**src/rtl/snn_axis_frame_streamer_if.sv**
```systemverilog
`default_nettype none
// ============================================================================
//  Module   : snn_axis_frame_streamer_if
//  Purpose  : Bundles the capture-side handshake (neuron lanes in) and the
//             AXI-stream result port (one value per beat out) of the SNN
//             frame streamer.
//  Ports    : in_valid/in_ready/in_data    - multi-lane capture beat
//             m_tvalid/m_tready/m_tdata    - result stream handshake + value
//             m_tuser                      - block index of the beat
//             m_tlast                      - last beat of the frame
//  Modports : master - the streamer (accepts capture beats, drives stream)
//             slave  - the environment (drives capture beats, sinks stream)
//  Revision : 1.0 - initial release
// ============================================================================
interface snn_axis_frame_streamer_if #(
    parameter int W     = 16,
    parameter int LANES = 4,
    parameter int UW    = 2
);
    logic                 in_valid;
    logic                 in_ready;
    logic [LANES*W-1:0]   in_data;
    logic                 m_tvalid;
    logic                 m_tready;
    logic [W-1:0]         m_tdata;
    logic [UW-1:0]        m_tuser;
    logic                 m_tlast;

    modport master (
        input  in_valid, in_data, m_tready,
        output in_ready, m_tvalid, m_tdata, m_tuser, m_tlast
    );

    modport slave (
        output in_valid, in_data, m_tready,
        input  in_ready, m_tvalid, m_tdata, m_tuser, m_tlast
    );
endinterface
`default_nettype wire

```
**src/rtl/snn_axis_frame_streamer.sv**
```systemverilog
`default_nettype none
// ============================================================================
//  Module   : snn_axis_frame_streamer
//  Purpose  : Captures one SNN result frame (T blocks x N neurons, W bits
//             each) LANES values per beat into a register buffer, then drains
//             it over AXI-stream one value per beat. tuser carries the block
//             index, tlast marks the end of the frame.
//  Ports    : aclk          - clock
//             aresetn       - asynchronous active-low reset
//             start         - pulse, begins capture (honoured only in IDLE)
//             flush         - synchronous abort back to IDLE
//             busy          - state != IDLE
//             frame_done    - 1-cycle pulse after the tlast handshake
//             start_ignored - 1-cycle pulse, start seen outside IDLE
//             axis          - capture + stream bundle (master modport)
//  Options  : SNN_STREAMER_TRAILER_EN - appends a trailer beat carrying a
//             wrapping frame sequence count (tuser all ones, tlast on it).
//  Revision : 1.0 - initial release
// ============================================================================
module snn_axis_frame_streamer #(
    parameter int T     = 4,
    parameter int N     = 16,
    parameter int W     = 16,
    parameter int LANES = 4
) (
    input  logic                      aclk,
    input  logic                      aresetn,
    input  logic                      start,
    input  logic                      flush,
    output logic                      busy,
    output logic                      frame_done,
    output logic                      start_ignored,
    snn_axis_frame_streamer_if.master axis
);
    localparam int c_DEPTH = T * N;
    localparam int c_AW    = (c_DEPTH > 1) ? $clog2(c_DEPTH) : 1;
    // One extra code point so the trailer beat can sit at index c_DEPTH.
    localparam int c_PW    = $clog2(c_DEPTH + 1);
    localparam int c_UW    = (T > 1) ? $clog2(T) : 1;

    localparam logic [c_PW-1:0] c_WR_LAST  = c_PW'(c_DEPTH - LANES);
`ifdef SNN_STREAMER_TRAILER_EN
    localparam logic [c_PW-1:0] c_LAST_IDX = c_PW'(c_DEPTH);
`else
    localparam logic [c_PW-1:0] c_LAST_IDX = c_PW'(c_DEPTH - 1);
`endif

    typedef enum logic [1:0] {
        ST_IDLE  = 2'd0,
        ST_FILL  = 2'd1,
        ST_DRAIN = 2'd2
    } state_t;

    state_t            r_state, w_state_nxt;
    logic [c_PW-1:0]   r_wr_ptr, w_wr_ptr_nxt;
    logic [c_PW-1:0]   r_rd_ptr, w_rd_ptr_nxt;
    logic              r_valid, w_valid_nxt;
    logic              r_done, w_done_nxt;
    logic              r_ign, w_ign_nxt;
    logic [W-1:0]      r_buf [c_DEPTH];

    logic              w_cap;
    logic              w_hs;
    logic [c_AW-1:0]   w_rd_idx;
    logic [c_UW-1:0]   w_blk;

    assign w_cap    = (r_state == ST_FILL) && axis.in_valid;
    assign w_hs     = r_valid && axis.m_tready;
    assign w_rd_idx = r_rd_ptr[c_AW-1:0];
    assign w_blk    = c_UW'(r_rd_ptr / c_PW'(N));

    assign axis.in_ready = (r_state == ST_FILL);
    assign busy          = (r_state != ST_IDLE);
    assign frame_done    = r_done;
    assign start_ignored = r_ign;
    assign axis.m_tvalid = r_valid;

    // ------------------------------------------------------------------------
    // Next-state / next-value logic
    // ------------------------------------------------------------------------
    always_comb begin
        w_state_nxt  = r_state;
        w_wr_ptr_nxt = r_wr_ptr;
        w_rd_ptr_nxt = r_rd_ptr;
        w_valid_nxt  = 1'b0;
        w_done_nxt   = 1'b0;
        w_ign_nxt    = 1'b0;

        if (flush) begin
            // Flush overrides everything, including a coincident start or
            // tlast handshake: no start_ignored, no frame_done.
            w_state_nxt  = ST_IDLE;
            w_wr_ptr_nxt = '0;
            w_rd_ptr_nxt = '0;
        end else begin
            w_ign_nxt = start && (r_state != ST_IDLE);
            case (r_state)
                ST_IDLE: begin
                    if (start) begin
                        w_state_nxt = ST_FILL;
                    end
                end
                ST_FILL: begin
                    if (w_cap) begin
                        w_wr_ptr_nxt = r_wr_ptr + c_PW'(LANES);
                        if (r_wr_ptr == c_WR_LAST) begin
                            w_state_nxt = ST_DRAIN;
                        end
                    end
                end
                ST_DRAIN: begin
                    // tvalid is registered, so it rises one cycle after
                    // entering DRAIN and is held until the final handshake.
                    w_valid_nxt = 1'b1;
                    if (w_hs) begin
                        if (r_rd_ptr == c_LAST_IDX) begin
                            w_state_nxt  = ST_IDLE;
                            w_valid_nxt  = 1'b0;
                            w_done_nxt   = 1'b1;
                            w_wr_ptr_nxt = '0;
                            w_rd_ptr_nxt = '0;
                        end else begin
                            w_rd_ptr_nxt = r_rd_ptr + c_PW'(1);
                        end
                    end
                end
                default: begin
                    w_state_nxt = ST_IDLE;
                end
            endcase
        end
    end

    // ------------------------------------------------------------------------
    // State and control registers
    // ------------------------------------------------------------------------
    always_ff @(posedge aclk or negedge aresetn) begin
        if (!aresetn) begin
            r_state  <= ST_IDLE;
            r_wr_ptr <= '0;
            r_rd_ptr <= '0;
            r_valid  <= 1'b0;
            r_done   <= 1'b0;
            r_ign    <= 1'b0;
        end else begin
            r_state  <= w_state_nxt;
            r_wr_ptr <= w_wr_ptr_nxt;
            r_rd_ptr <= w_rd_ptr_nxt;
            r_valid  <= w_valid_nxt;
            r_done   <= w_done_nxt;
            r_ign    <= w_ign_nxt;
        end
    end

    // Frame buffer: no reset, every entry is rewritten before it is read.
    always_ff @(posedge aclk) begin
        if (w_cap) begin
            for (int k = 0; k < LANES; k++) begin
                r_buf[r_wr_ptr[c_AW-1:0] + c_AW'(k)] <= axis.in_data[k*W +: W];
            end
        end
    end

`ifdef SNN_STREAMER_TRAILER_EN
    logic [W-1:0] r_seq;

    always_ff @(posedge aclk or negedge aresetn) begin
        if (!aresetn) begin
            r_seq <= '0;
        end else if (w_done_nxt) begin
            r_seq <= r_seq + W'(1);
        end
    end
`endif

    // ------------------------------------------------------------------------
    // Stream payload: a pure function of rd_ptr, so it holds while stalled.
    // Forced to zero whenever tvalid is low (keeps reset values defined).
    // ------------------------------------------------------------------------
    always_comb begin
        axis.m_tdata = '0;
        axis.m_tuser = '0;
        axis.m_tlast = 1'b0;
        if (r_valid) begin
            axis.m_tdata = r_buf[w_rd_idx];
            axis.m_tuser = w_blk;
            axis.m_tlast = (r_rd_ptr == c_LAST_IDX);
`ifdef SNN_STREAMER_TRAILER_EN
            if (r_rd_ptr == c_PW'(c_DEPTH)) begin
                axis.m_tdata = r_seq;
                axis.m_tuser = '1;
            end
`endif
        end
    end
endmodule
`default_nettype wire

```
**src/flat_wrapper.sv**
```systemverilog
// flat-port wrapper written by rule: the top's interface ports become plain ports
module snn_axis_frame_streamer_flat 
#(
    parameter int T     = 4,
    parameter int N     = 16,
    parameter int W     = 16,
    parameter int LANES = 4
)
  (aclk, aresetn, start, flush, busy, frame_done, start_ignored, axis_in_valid, axis_in_data, axis_m_tready, axis_in_ready, axis_m_tvalid, axis_m_tdata, axis_m_tuser, axis_m_tlast);
  snn_axis_frame_streamer_if #(.W(W), .LANES(LANES), .UW((2))) axis_i ();
  input  logic aclk;
  input  logic aresetn;
  input  logic start;
  input  logic flush;
  output logic busy;
  output logic frame_done;
  output logic start_ignored;
  input wire logic [$bits(axis_i.in_valid)-1:0] axis_in_valid;
  input wire logic [$bits(axis_i.in_data)-1:0] axis_in_data;
  input wire logic [$bits(axis_i.m_tready)-1:0] axis_m_tready;
  output wire logic [$bits(axis_i.in_ready)-1:0] axis_in_ready;
  output wire logic [$bits(axis_i.m_tvalid)-1:0] axis_m_tvalid;
  output wire logic [$bits(axis_i.m_tdata)-1:0] axis_m_tdata;
  output wire logic [$bits(axis_i.m_tuser)-1:0] axis_m_tuser;
  output wire logic [$bits(axis_i.m_tlast)-1:0] axis_m_tlast;
  assign axis_i.in_valid = axis_in_valid;
  assign axis_i.in_data = axis_in_data;
  assign axis_i.m_tready = axis_m_tready;
  assign axis_in_ready = axis_i.in_ready;
  assign axis_m_tvalid = axis_i.m_tvalid;
  assign axis_m_tdata = axis_i.m_tdata;
  assign axis_m_tuser = axis_i.m_tuser;
  assign axis_m_tlast = axis_i.m_tlast;
  snn_axis_frame_streamer #(.T(T), .N(N), .W(W), .LANES(LANES)) u_core (.aclk(aclk), .aresetn(aresetn), .start(start), .flush(flush), .busy(busy), .frame_done(frame_done), .start_ignored(start_ignored), .axis(axis_i));
endmodule
```
**config.mk**
```make
export PLATFORM = sky130hd
export DESIGN_NAME = snn_axis_frame_streamer_flat
export DESIGN_NICKNAME = d
export VERILOG_FILES = /design/src/rtl/snn_axis_frame_streamer_if.sv /design/src/rtl/snn_axis_frame_streamer.sv /design/src/flat_wrapper.sv
export SDC_FILE = /design/constraint.sdc
export NUM_CORES = 2
export LEC_CHECK = 0
export ABC_AREA = 1
export BUFFER_PORTS_ARGS = -buffer_cell sky130_fd_sc_hd__buf_2
export CAP_MARGIN = 5
export CORE_UTILIZATION = 30
export DETAILED_ROUTE_END_ITERATION = 12
export PLACE_DENSITY = 0.56
export SYNTH_ARGS = -nofsm -noshare
export SYNTH_HDL_FRONTEND = slang
export SYNTH_SLANG_ARGS = --single-unit
```
**constraint.sdc**
```tcl
create_clock -name aclk -period 4.2 [get_ports aclk]
set_input_delay 0.84 -clock aclk [delete_from_list [all_inputs] [get_ports aclk]]
set_output_delay 0.84 -clock aclk [all_outputs]
set_load 0.05 [all_outputs]
```
==> results_dict.tcl <==
set metrics [dict create \
    wl_per_cell_um 24.24 \
    start_util_pct 30.18 \
    ant_nets 0 \
    layout_common_cells "nand2_1 (1785), edfxtp_1 (1024), o21ai_0 (878)" \
    yosysWarnings 0 \
    gr-total-overflow 0 \
    drv_slew 0 \
    clk_path_buf_depth 3 \
    hold_path.class "input pin to async pin" \
    core_area_um2 169300 \
    synth_top_area_share_pct 60.19 \
    syn2layout_area_growth_pct 14.24 \
    seqCellArea_um2 31190 \
    clkTransAtPathRegs_ps 70 \
    finalWeightedCongestion 0.8881 \
    fin_skew_ps 27.65 \
    drive_gt1_share_pct 10.83 \
    synth-seq-cells 1041 \
    cts-htree-levels 3 \
    drt_first_pass_iters 6 \
    synth.distinct_cells 30 \
    layout_commonest_cell "nand2_1" \
    dieHeight_um 414.7 \
    r2r_slack_ps 1160 \
    avgSynthCellArea_um2 8.873 \
    worst_pin_slew_ps 1301 \
    num_vias 40675 \
    cts-buffers-inserted 112 \
    grt_max_degree 84 \
    die-area_um2 172000 \
    antenna_found_initial 28 \
    multi_input_area_um2 15410 \
    io_pins 94 \
    dp_hpwl_mm 113.0 \
    max-slew-margin-rel_pct 13.29 \
    portBuffers 93 \
    via_per_inst 5.170 \
    postSynthCellCount 5758 \
    p_leak_nw 23.48 \
    worstPathArrival_ps 3350 \
    wirelength_mm 190.7 \
    clock-root-buffer "clkbuf_16" \
    status "finished clean" \
    first_global_vias 36917 \
    fin_nets 5622 \
    drt_iter0_drc 5538 \
    rsz0062_at_grt "true" \
    final.period_utilization_pct 99.75 \
    cp-start-kind "flop" \
    yosys.area.top_type "edfxtp_1" \
    hold_viol_final 0 \
    p_per_area_nw_per_um2 500.1 \
    finalSetupTns_ps 0 \
    grt_pass1_wl_mm 266.7 \
    fin_crit_ps 4189 \
    peakVddDrop_uv 344.9 \
    required_ps 3360 \
    rows 151 \
    cp_max_fo 7 \
    end_kind "output pin" \
    worstSkewPairLatency_ps 750 \
    cap_violations 0 \
    finalSetupViolCount 0 \
    worstSetupPathType "flop to output pin" \
    ys_seq_area_share_pct 61.02 \
    fillCellCount 17113 \
    cts.sinks 1041 \
    timing.fmax_mhz 238.7 \
    grt_usage_pct 21.44 \
    syn_area_um2 51090 \
    cts_tree "built" \
    cts_hold_buf 0 \
    synth_area_leaders "edfxtp_1 (60%), nand2_1 (13%), o21ai_0 (8.6%)" \
    syn_nets 5831 \
    drc 0 \
    die_w_um 414.7 \
    final_core_util_pct 34.48 \
]
## final timing paths
| path | from | end | cells past startpoint |
|---|---|---|---|
| max in group asynchronous | aresetn | u_core.r_rd_ptr[2]$_DFFE_PN0P_ | 1 |
| min reg2reg | u_core.r_rd_ptr[6]$_DFFE_PN0P_ | u_core.r_rd_ptr[6]$_DFFE_PN0P_ | 2 |
| min | aresetn | u_core.start_ignored$_DFF_PN0_ | 1 |
| max reg2reg | u_core.r_wr_ptr[5]$_DFFE_PN0N_ | u_core.r_buf[5][10]$_DFFE_PP_ | 4 |
| min in group aclk | start | u_core.start_ignored$_DFF_PN0_ | 3 |
| max | u_core.r_rd_ptr[0]$_DFFE_PN0P_ | axis_m_tdata[5] | 12 |
## layout make-up
class | instances | share of cell area [%]
repair inverters | 1 | 0.01501
well taps | 2218 | 4.755
clock inverters | 71 | 1.038
inverters | 503 | 3.312
repair buffers | 346 | 5.983
flip-flops and latches | 1041 | 53.43
multi-input cells | 3544 | 26.40
diodes | 8 | 0.03430
clock buffers | 136 | 5.029
## worst max-delay path, stage by stage, from the launching register on
cell and delay, ps:
dfrtp_4 620, buf_16 200, buf_6 180, buf_6 190
nor2_1 60, nor2_1 70, o21ai_0 90, nand3_1 120
nand3_2 200, nand2_1 150, nand3_2 170, a21oi_4 330
buf_12 190
## stage by stage
step                instance area [um2]  hold slack, ps  power [W]  cells  setup slack [ps]
floorplan                         51090           476.6    0.01639   5758              1162
global placement                  53880           489.8    0.01865   7620             106.7
detailed placement                53880           496.1    0.01869   7620             135.7
CTS                               58020           17.35    0.02883   7849            -40.90
global route                      58340           67.00    0.03023   7860            -21.27
finish                            58360           45.41    0.02919   7868             10.55
## synthesized netlist by cell type (all sizes together)
library cell and number:
a211oi 1, a21boi 1, a21oi 35, and3 1, buf 176, clkbuf 494
clkinv 4, dfrtp 17, edfxtp 1024, ha 3, inv 499, nand2 1807
nand3 450, nand4 3, nor2 338, nor3 8, nor4 1, o2111ai 1
o21ai 884, o22ai 1, or2 8, xor2 2
## layer usage
layer	vias to the layer above	routed length [um]	GRT usage (%)
met5	-	13	0
met4	2	9425	10.67
met3	396	19340	3.063
met2	2293	89160	35.07
met1	19597	72780	27.76
li1	18387	-	-
## sequential cells by signal (all words and copies together), names as in the netlist
signal	flops
u_core.r_buf	1024
u_core.r_rd_ptr	7
u_core.r_wr_ptr	5
u_core.r_state	2
u_core.axis.m_tvalid	1
u_core.frame_done	1
u_core.start_ignored	1
## what timing repair did
action | in CTS | in global routing
resized for setup | 51 | 44
pin swaps | 2 | 6
gates cloned | 8 | 3
setup buffers | 15 | 9
setup endpoints to repair | 16 | 14
## where the power goes
part / total, W / leakage, nW / internal (W) / switching, W
registers: 0.0119 / 9.44 / 0.0118 / 0.000120
logic: 0.00755 / 12.3 / 0.00238 / 0.00517
clock network: 0.00975 / 1.73 / 0.00550 / 0.00425
total: 0.0292 / 23.5 / 0.0196 / 0.00954
## cell families after synthesis
| family | synth area share, % |
|---|---|
| compound gates | 9.061 |
| xor+xnor | 0.03429 |
| fa+ha+maj | 0.07348 |
| buf+inv | 9.279 |
| flops | 61.02 |
| simple gates | 20.53 |
No activity file was read; power rests on OpenSTA's default activity.
